[config.mk]
export PLATFORM = sky130hd
export DESIGN_NAME = plru_repl_ctrl
export DESIGN_NICKNAME = d
export VERILOG_FILES = /design/src/rtl/plru_repl_ctrl.sv
export SDC_FILE = /design/constraint.sdc
export NUM_CORES = 1
export LEC_CHECK = 0
export ABC_AREA = 1
export CAP_MARGIN = 15
export CORE_UTILIZATION = 25
export DETAILED_ROUTE_END_ITERATION = 12
export PLACE_DENSITY = 0.39
export SYNTH_ARGS = -nofsm -noshare
export SYNTH_HDL_FRONTEND = slang
export SYNTH_SLANG_ARGS = --single-unit
[constraint.sdc]
create_clock -name clk -period 5.3 [get_ports clk]
set_input_delay 1.59 -clock clk [delete_from_list [all_inputs] [get_ports clk]]
set_output_delay 1.59 -clock clk [all_outputs]
set_load 0.02 [all_outputs]
[src/rtl/plru_repl_ctrl.sv]
// Tree pseudo-LRU replacement controller for a 4-way set-associative cache.
// It keeps one 3-bit PLRU tree per set and updates that tree on every accepted
// hit or fill. Victim queries are answered with a registered way number one
// cycle later. A flush walks through all sets, one per cycle, and clears each
// tree.
module plru_repl_ctrl #(
  parameter int NUM_SETS = 16,
  parameter int IDX_W    = 4
) (
  input  logic             clk,
  input  logic             rst,
  output logic             ready,
  output logic             busy,
  input  logic             flush,
  input  logic             acc_valid,
  input  logic [IDX_W-1:0] acc_idx,
  input  logic [1:0]       acc_way,
  input  logic             vic_req,
  input  logic [IDX_W-1:0] vic_idx,
  output logic             vic_valid,
  output logic [1:0]       vic_way
);

  typedef enum logic {
    ST_IDLE  = 1'b0,
    ST_FLUSH = 1'b1
  } state_t;

  localparam logic [IDX_W-1:0] LAST_SET = IDX_W'(NUM_SETS - 1);

  state_t           state_q, state_d;
  logic [IDX_W-1:0] cnt_q, cnt_d;
  logic             vic_valid_q, vic_valid_d;
  logic [1:0]       vic_way_q, vic_way_d;
  logic [2:0]       tree_q [NUM_SETS];
  logic [2:0]       tree_d [NUM_SETS];

  logic [2:0]       acc_tree;
  logic [2:0]       vic_tree;

  // Marks the touched way as most recently used. The bit on the other
  // subtree is left unchanged.
  function automatic logic [2:0] tree_update(input logic [2:0] t, input logic [1:0] way);
    logic [2:0] r;
    r = t;
    r[2] = ~way[1];
    if (way[1]) r[0] = ~way[0];
    else        r[1] = ~way[0];
    return r;
  endfunction

  // Follows the root bit to the LRU pair, then the leaf bit to the LRU way.
  function automatic logic [1:0] tree_lookup(input logic [2:0] t);
    return t[2] ? {1'b1, t[0]} : {1'b0, t[1]};
  endfunction

  assign busy      = (state_q == ST_FLUSH);
  assign ready     = ~busy;
  assign vic_valid = vic_valid_q;
  assign vic_way   = vic_way_q;

  // Next-state logic: apply accesses, answer queries with same-set forwarding,
  // and step the flush sweep.
  always_comb begin
    // NOTE: every signal assigned here first gets a default value, so this
    // block cannot infer a latch on any path through the case statement.
    state_d     = state_q;
    cnt_d       = cnt_q;
    vic_valid_d = 1'b0;
    vic_way_d   = vic_way_q;
    for (int i = 0; i < NUM_SETS; i++) tree_d[i] = tree_q[i];

    acc_tree = tree_update(tree_q[acc_idx], acc_way);
    vic_tree = (acc_valid && (acc_idx == vic_idx)) ? acc_tree : tree_q[vic_idx];

    case (state_q)
      ST_IDLE: begin
        if (acc_valid) tree_d[acc_idx] = acc_tree;
        if (vic_req) begin
          vic_valid_d = 1'b1;
          vic_way_d   = tree_lookup(vic_tree);
        end
        if (flush) begin
          state_d = ST_FLUSH;
          cnt_d   = '0;
        end
      end
      ST_FLUSH: begin
        tree_d[cnt_q] = 3'b000;
        cnt_d         = cnt_q + 1'b1;
        if (cnt_q == LAST_SET) state_d = ST_IDLE;
      end
      default: state_d = ST_IDLE;
    endcase
  end

  // State registers. A synchronous reset also aborts any flush in progress.
  always_ff @(posedge clk) begin
    // NOTE: the tree array is reset explicitly because reset must clear every
    // tree. That is why it is built from flops and not from a RAM macro.
    if (rst) begin
      state_q     <= ST_IDLE;
      cnt_q       <= '0;
      vic_valid_q <= 1'b0;
      vic_way_q   <= 2'b00;
      for (int i = 0; i < NUM_SETS; i++) tree_q[i] <= 3'b000;
    end else begin
      // NOTE: sequential state always uses non-blocking assignment. All
      // flops then update together from the values computed before the edge.
      state_q     <= state_d;
      cnt_q       <= cnt_d;
      vic_valid_q <= vic_valid_d;
      vic_way_q   <= vic_way_d;
      for (int i = 0; i < NUM_SETS; i++) tree_q[i] <= tree_d[i];
    end
  end

endmodule

## Word-level counts from Yosys, hierarchy flattened

Memory sizes are Yosys's and may differ from the RTL's.
Cells that the tools add are included.

- Output and inout port bits: 5
- Memory bits (writable): 48
- Memories kept: 1
- Register bits after elaboration: 8
- Word-level logic and storage cells: 77
- Input bits: 15

- Multiplexer cells: 36
- $add $sub $neg: 1
- Eq/ne operators: 3
- Bitwise gates (word level): 23
- Reduce and logical (&&, ||, !) cells: 5
- $lt $le $gt $ge: 4

Memories:

| memory | depth | width | rd ports | clocked after memory_dff | wr ports | line | source |
|---|---|---|---|---|---|---|---|
| tree_q | 16 | 3 | 18 | 0 | 16 | 35 | `logic [2:0] tree_q [NUM_SETS];` |

Operators with widths:

| operator | number |
|---|---|
| $pmux W48 S2 | 1 |
| $mux W3 | 19 |
| $and A48 B48 Y48 | 1 |
| $bwmux W48 | 1 |
| $mux W48 | 1 |
| $not A48 Y48 | 1 |
| $demux W3 S4 | 2 |
| $or A1 B1 Y1 | 16 |
| $ge A5 B5 Y1 const B | 2 |
| $lt A5 B1 Y1 const B | 2 |
| $not A4 Y5 | 2 |
| $mux W1 | 8 |
| $pmux W4 S2 | 1 |
| $add A4 B1 Y4 const B | 1 |
| $eq A4 B4 Y1 | 1 |
| $eq A4 B4 Y1 const B | 1 |
| $mux W4 | 1 |
| $logic_and A1 B1 Y1 | 3 |
| $not A1 Y1 | 3 |
| $mux W2 | 1 |
| $ne A2 B1 Y1 const B | 1 |
| $pmux W1 S2 | 1 |
| $reduce_and A2 Y1 | 1 |
| $reduce_or A2 Y1 | 1 |

## Logic depth before layout (Yosys ltp)

- Word-level depth: 9
- Gate-level depth with buffers: 13
- Gate-level depth less buffers: 12

## Worst setup path after synthesis

OpenSTA, ideal clock, no wires.

- Path type: input to register
- Start point: input port acc_idx[0]
- End point: memory tree_q[12][1]
- Stages on the path: 13
- Path buffers: 3
- Required time: 5.160 ns
- Data arrival time: 2.668 ns
- Setup slack: 2.491 ns
- Cell sequence: buf_6 > buf_6 > nand2_1 > nand2_1 > nand2_1 > nand3_1 > nand2_1 > nand2_1 > o21ai_2 > o21ai_4 > buf_8 > nand2_2 > a21oi_2

RTL lines:

| item | line | source |
|---|---|---|
| start: declaration | 16 | `input logic [IDX_W-1:0] acc_idx,` |
| end: declaration | 35 |  |

==> flow_summary.toml <==
[timing]
slew_violations = 0
hold_viol = 0
period_share_pct = 73.5
fmax_mhz = 257
rsz0062_at_grt = "false"
relSlewSlack_pct = 36.3
setup_viol = 0
timing.setup.tns_ns = 0
final.min_clock_period_ns = 3.90
clock_skew_ns = 0.00965
tightest_slew_ns = 0.954

[grt]
grt_max_degree = 45
grt_pass1_vias = 3533
grt-ovfl-total = 0
grt_use_total_pct = 19.0
grt_first_pass_wirelength_mm = 20.6
grt_antenna_before_repair = 0

[synth]
synth-async-reset-ratio_pct = 0
synthFlopType = "dfxtp_1"
yosys-top-cells-area = "dfxtp_1 (31%), nand2_1 (23%), nand3_1 (6.4%), nor2_1 (6.3%), inv_1 (5.7%)"
synth.top_cell.area_share_pct = 31.2
synth_area_leader_cell = "dfxtp_1"
ys_types = 31
synth_area_um2 = 3600
seq_area_frac_synth_pct = 31.2
ys_warn_count = 0
synth_edf_count = 0
syn_avg_cell_area_um2 = 6.08
syn_inst = 591
syn-num-nets = 610
synth-seq-cells = 56

[cells_and_area]
drive_above_1_share_pct = 10.4
layout.nets = 616
syn_to_final_growth_pct = 12.3
final_common_cell = "nand2_1"
antenna_cells = 0
postLayoutCellArea_um2 = 4040
final_cell_mix = "nand2_1 (219), nor2_1 (60), dfxtp_1 (56), inv_1 (55), nand3_1 (46)"
final_util_pct = 29.0

[clock_network]
clock_sink_count = 56
htree_levels = 2
post_cts_resized = 0
clockBufferDepth = 2
clk_pin_slew_ns = 0.07
postCtsSetupBuffers = 0
ctsHoldBuffers = 0
cts_buffers = 5
cts_root_buffer = "clkbuf_16"
clock_latency_ns = 0.31
cts_tree = "yes"

[place]
gp_routability_congestion = 0.805
portBuffers = 19
post_dp_cell_area_um2 = 3890
dp_hpwl_mm = 9.26

[floorplan]
die_area_um2 = 14900
core_um2 = 13900
rows = 43
fp.dieH_um = 122
die_x_um = 122
pin_count = 20
start_util_pct = 25.8

[power_and_ir_drop]
p_per_area_nw_per_um2 = 231
vdd_drop_max_v = 0.000114
leakagePower_nw = 1.52

[status]
outcome = "finished clean"

[worst_setup_path]
arrival_ns = 4.06
critPathRequiredTime_ns = 5.46
crit_fanout = 25
end_kind = "flip-flop"
crit_type = "in2reg"
cp-start-kind = "input port"

[run]
maxCapViolCount = 0

[detailed_routing]
vias = 3641
routedWlPerCell_um = 16.9
drc = 0
vias_per_cell = 4.68
routed_wirelength_mm = 13.1
ant_nets = 0
drtPass1Iterations = 5
drt_iter0_drc = 223

[worst_hold_path]
min_path_type = "reg2reg"
-- synthesized netlist by cell type (3+ instances only) --
library cell,n
inv_1,55
a21oi_1,36
nand2_2,21
o21ai_0,7
buf_1,4
dfxtp_1,56
nand2_1,219
buf_2,8
o21ai_1,6
nand3_1,46
nor3_1,13
buf_8,3
clkbuf_1,8
ha_1,4
nor2_1,60
a31oi_1,3
a21oi_2,20
-- sequential cells by signal, summed over array words and instances (netlist names) --
signal,count
vic_way,2
vic_valid,1
tree_q,48
busy,1
cnt_q,4
-- per-layer routing --
metal	wire length (um)	share of wire [%]	GRT usage, %	vias up
met2	5670	43	29.3	77
met3	592	4.5	2.39	10
met5	0	0	0	-
met1	6710	51	27.1	1680
li1	-	-	-	1874
met4	183	1.4	5.94	0
-- area by class of cell --
type	count	area (um^2)
Timing Repair Buffer	26	238
Fill cell	1544	9900
Inverter	58	218
Clock buffer	8	146
Sequential cell	56	1120
Tap cell	180	225
Multi-Input combinational cell	450	2090
-- worst max-delay path, cell delays in order --
cell	delay, ns
clkdlybuf4s50_1	1.09
inv_2	0.23
nand2_1	0.14
nand2_1	0.06
nand2_1	0.05
nand2_1	0.07
nand2_1	0.06
nand2_1	0.06
o21ai_2	0.21
o21ai_4	0.27
nand2_1	0.14
a21oi_1	0.06
-- logic make-up (layout without fill, tap and decap cells) --
group	Yosys count	after routing	synth area share (%)
flops	56	56	31.2
buf+inv	85	92	10.7
simple gates	363	363	41.7
fa+ha+maj	4	4	1.39
compound gates	82	82	14.8
xor+xnor	1	1	0.244
-- through the flow --
| stage | setup WS (ns) | instances | power (mW) | hold WS [ns] |
|---|---|---|---|---|
| floorplan | 2.49 | 591 | 0.529 | 0.439 |
| global placement | 1.12 | 770 | 0.582 | 0.453 |
| detailed placement | 1.11 | 770 | 0.582 | 0.455 |
| CTS | 1.43 | 778 | 0.945 | 0.466 |
| global route | 1.11 | 778 | 0.968 | 0.482 |
| finish | 1.40 | 778 | 0.933 | 0.466 |
-- power breakdown --
| part | total [mW] | switching [mW] | internal [mW] |
|---|---|---|---|
| clock | 0.361 | 0.171 | 0.190 |
| combinational | 0.141 | 0.102 | 0.0399 |
| sequential | 0.430 | 0.00432 | 0.426 |
| total | 0.933 | 0.277 | 0.656 |
-- worst paths after layout --
path,from,endpoint,slack (ns),cells past startpoint
worst max register to register,busy,tree_q[14][1],3.60,6
worst min-delay path,tree_q[2][2],tree_q[2][2],0.47,2
worst max-delay path,acc_idx[0],tree_q[4][0],1.40,12
worst min register to register,tree_q[2][2],tree_q[2][2],0.47,2
Note: power is estimated with default switching activity, not from simulation.
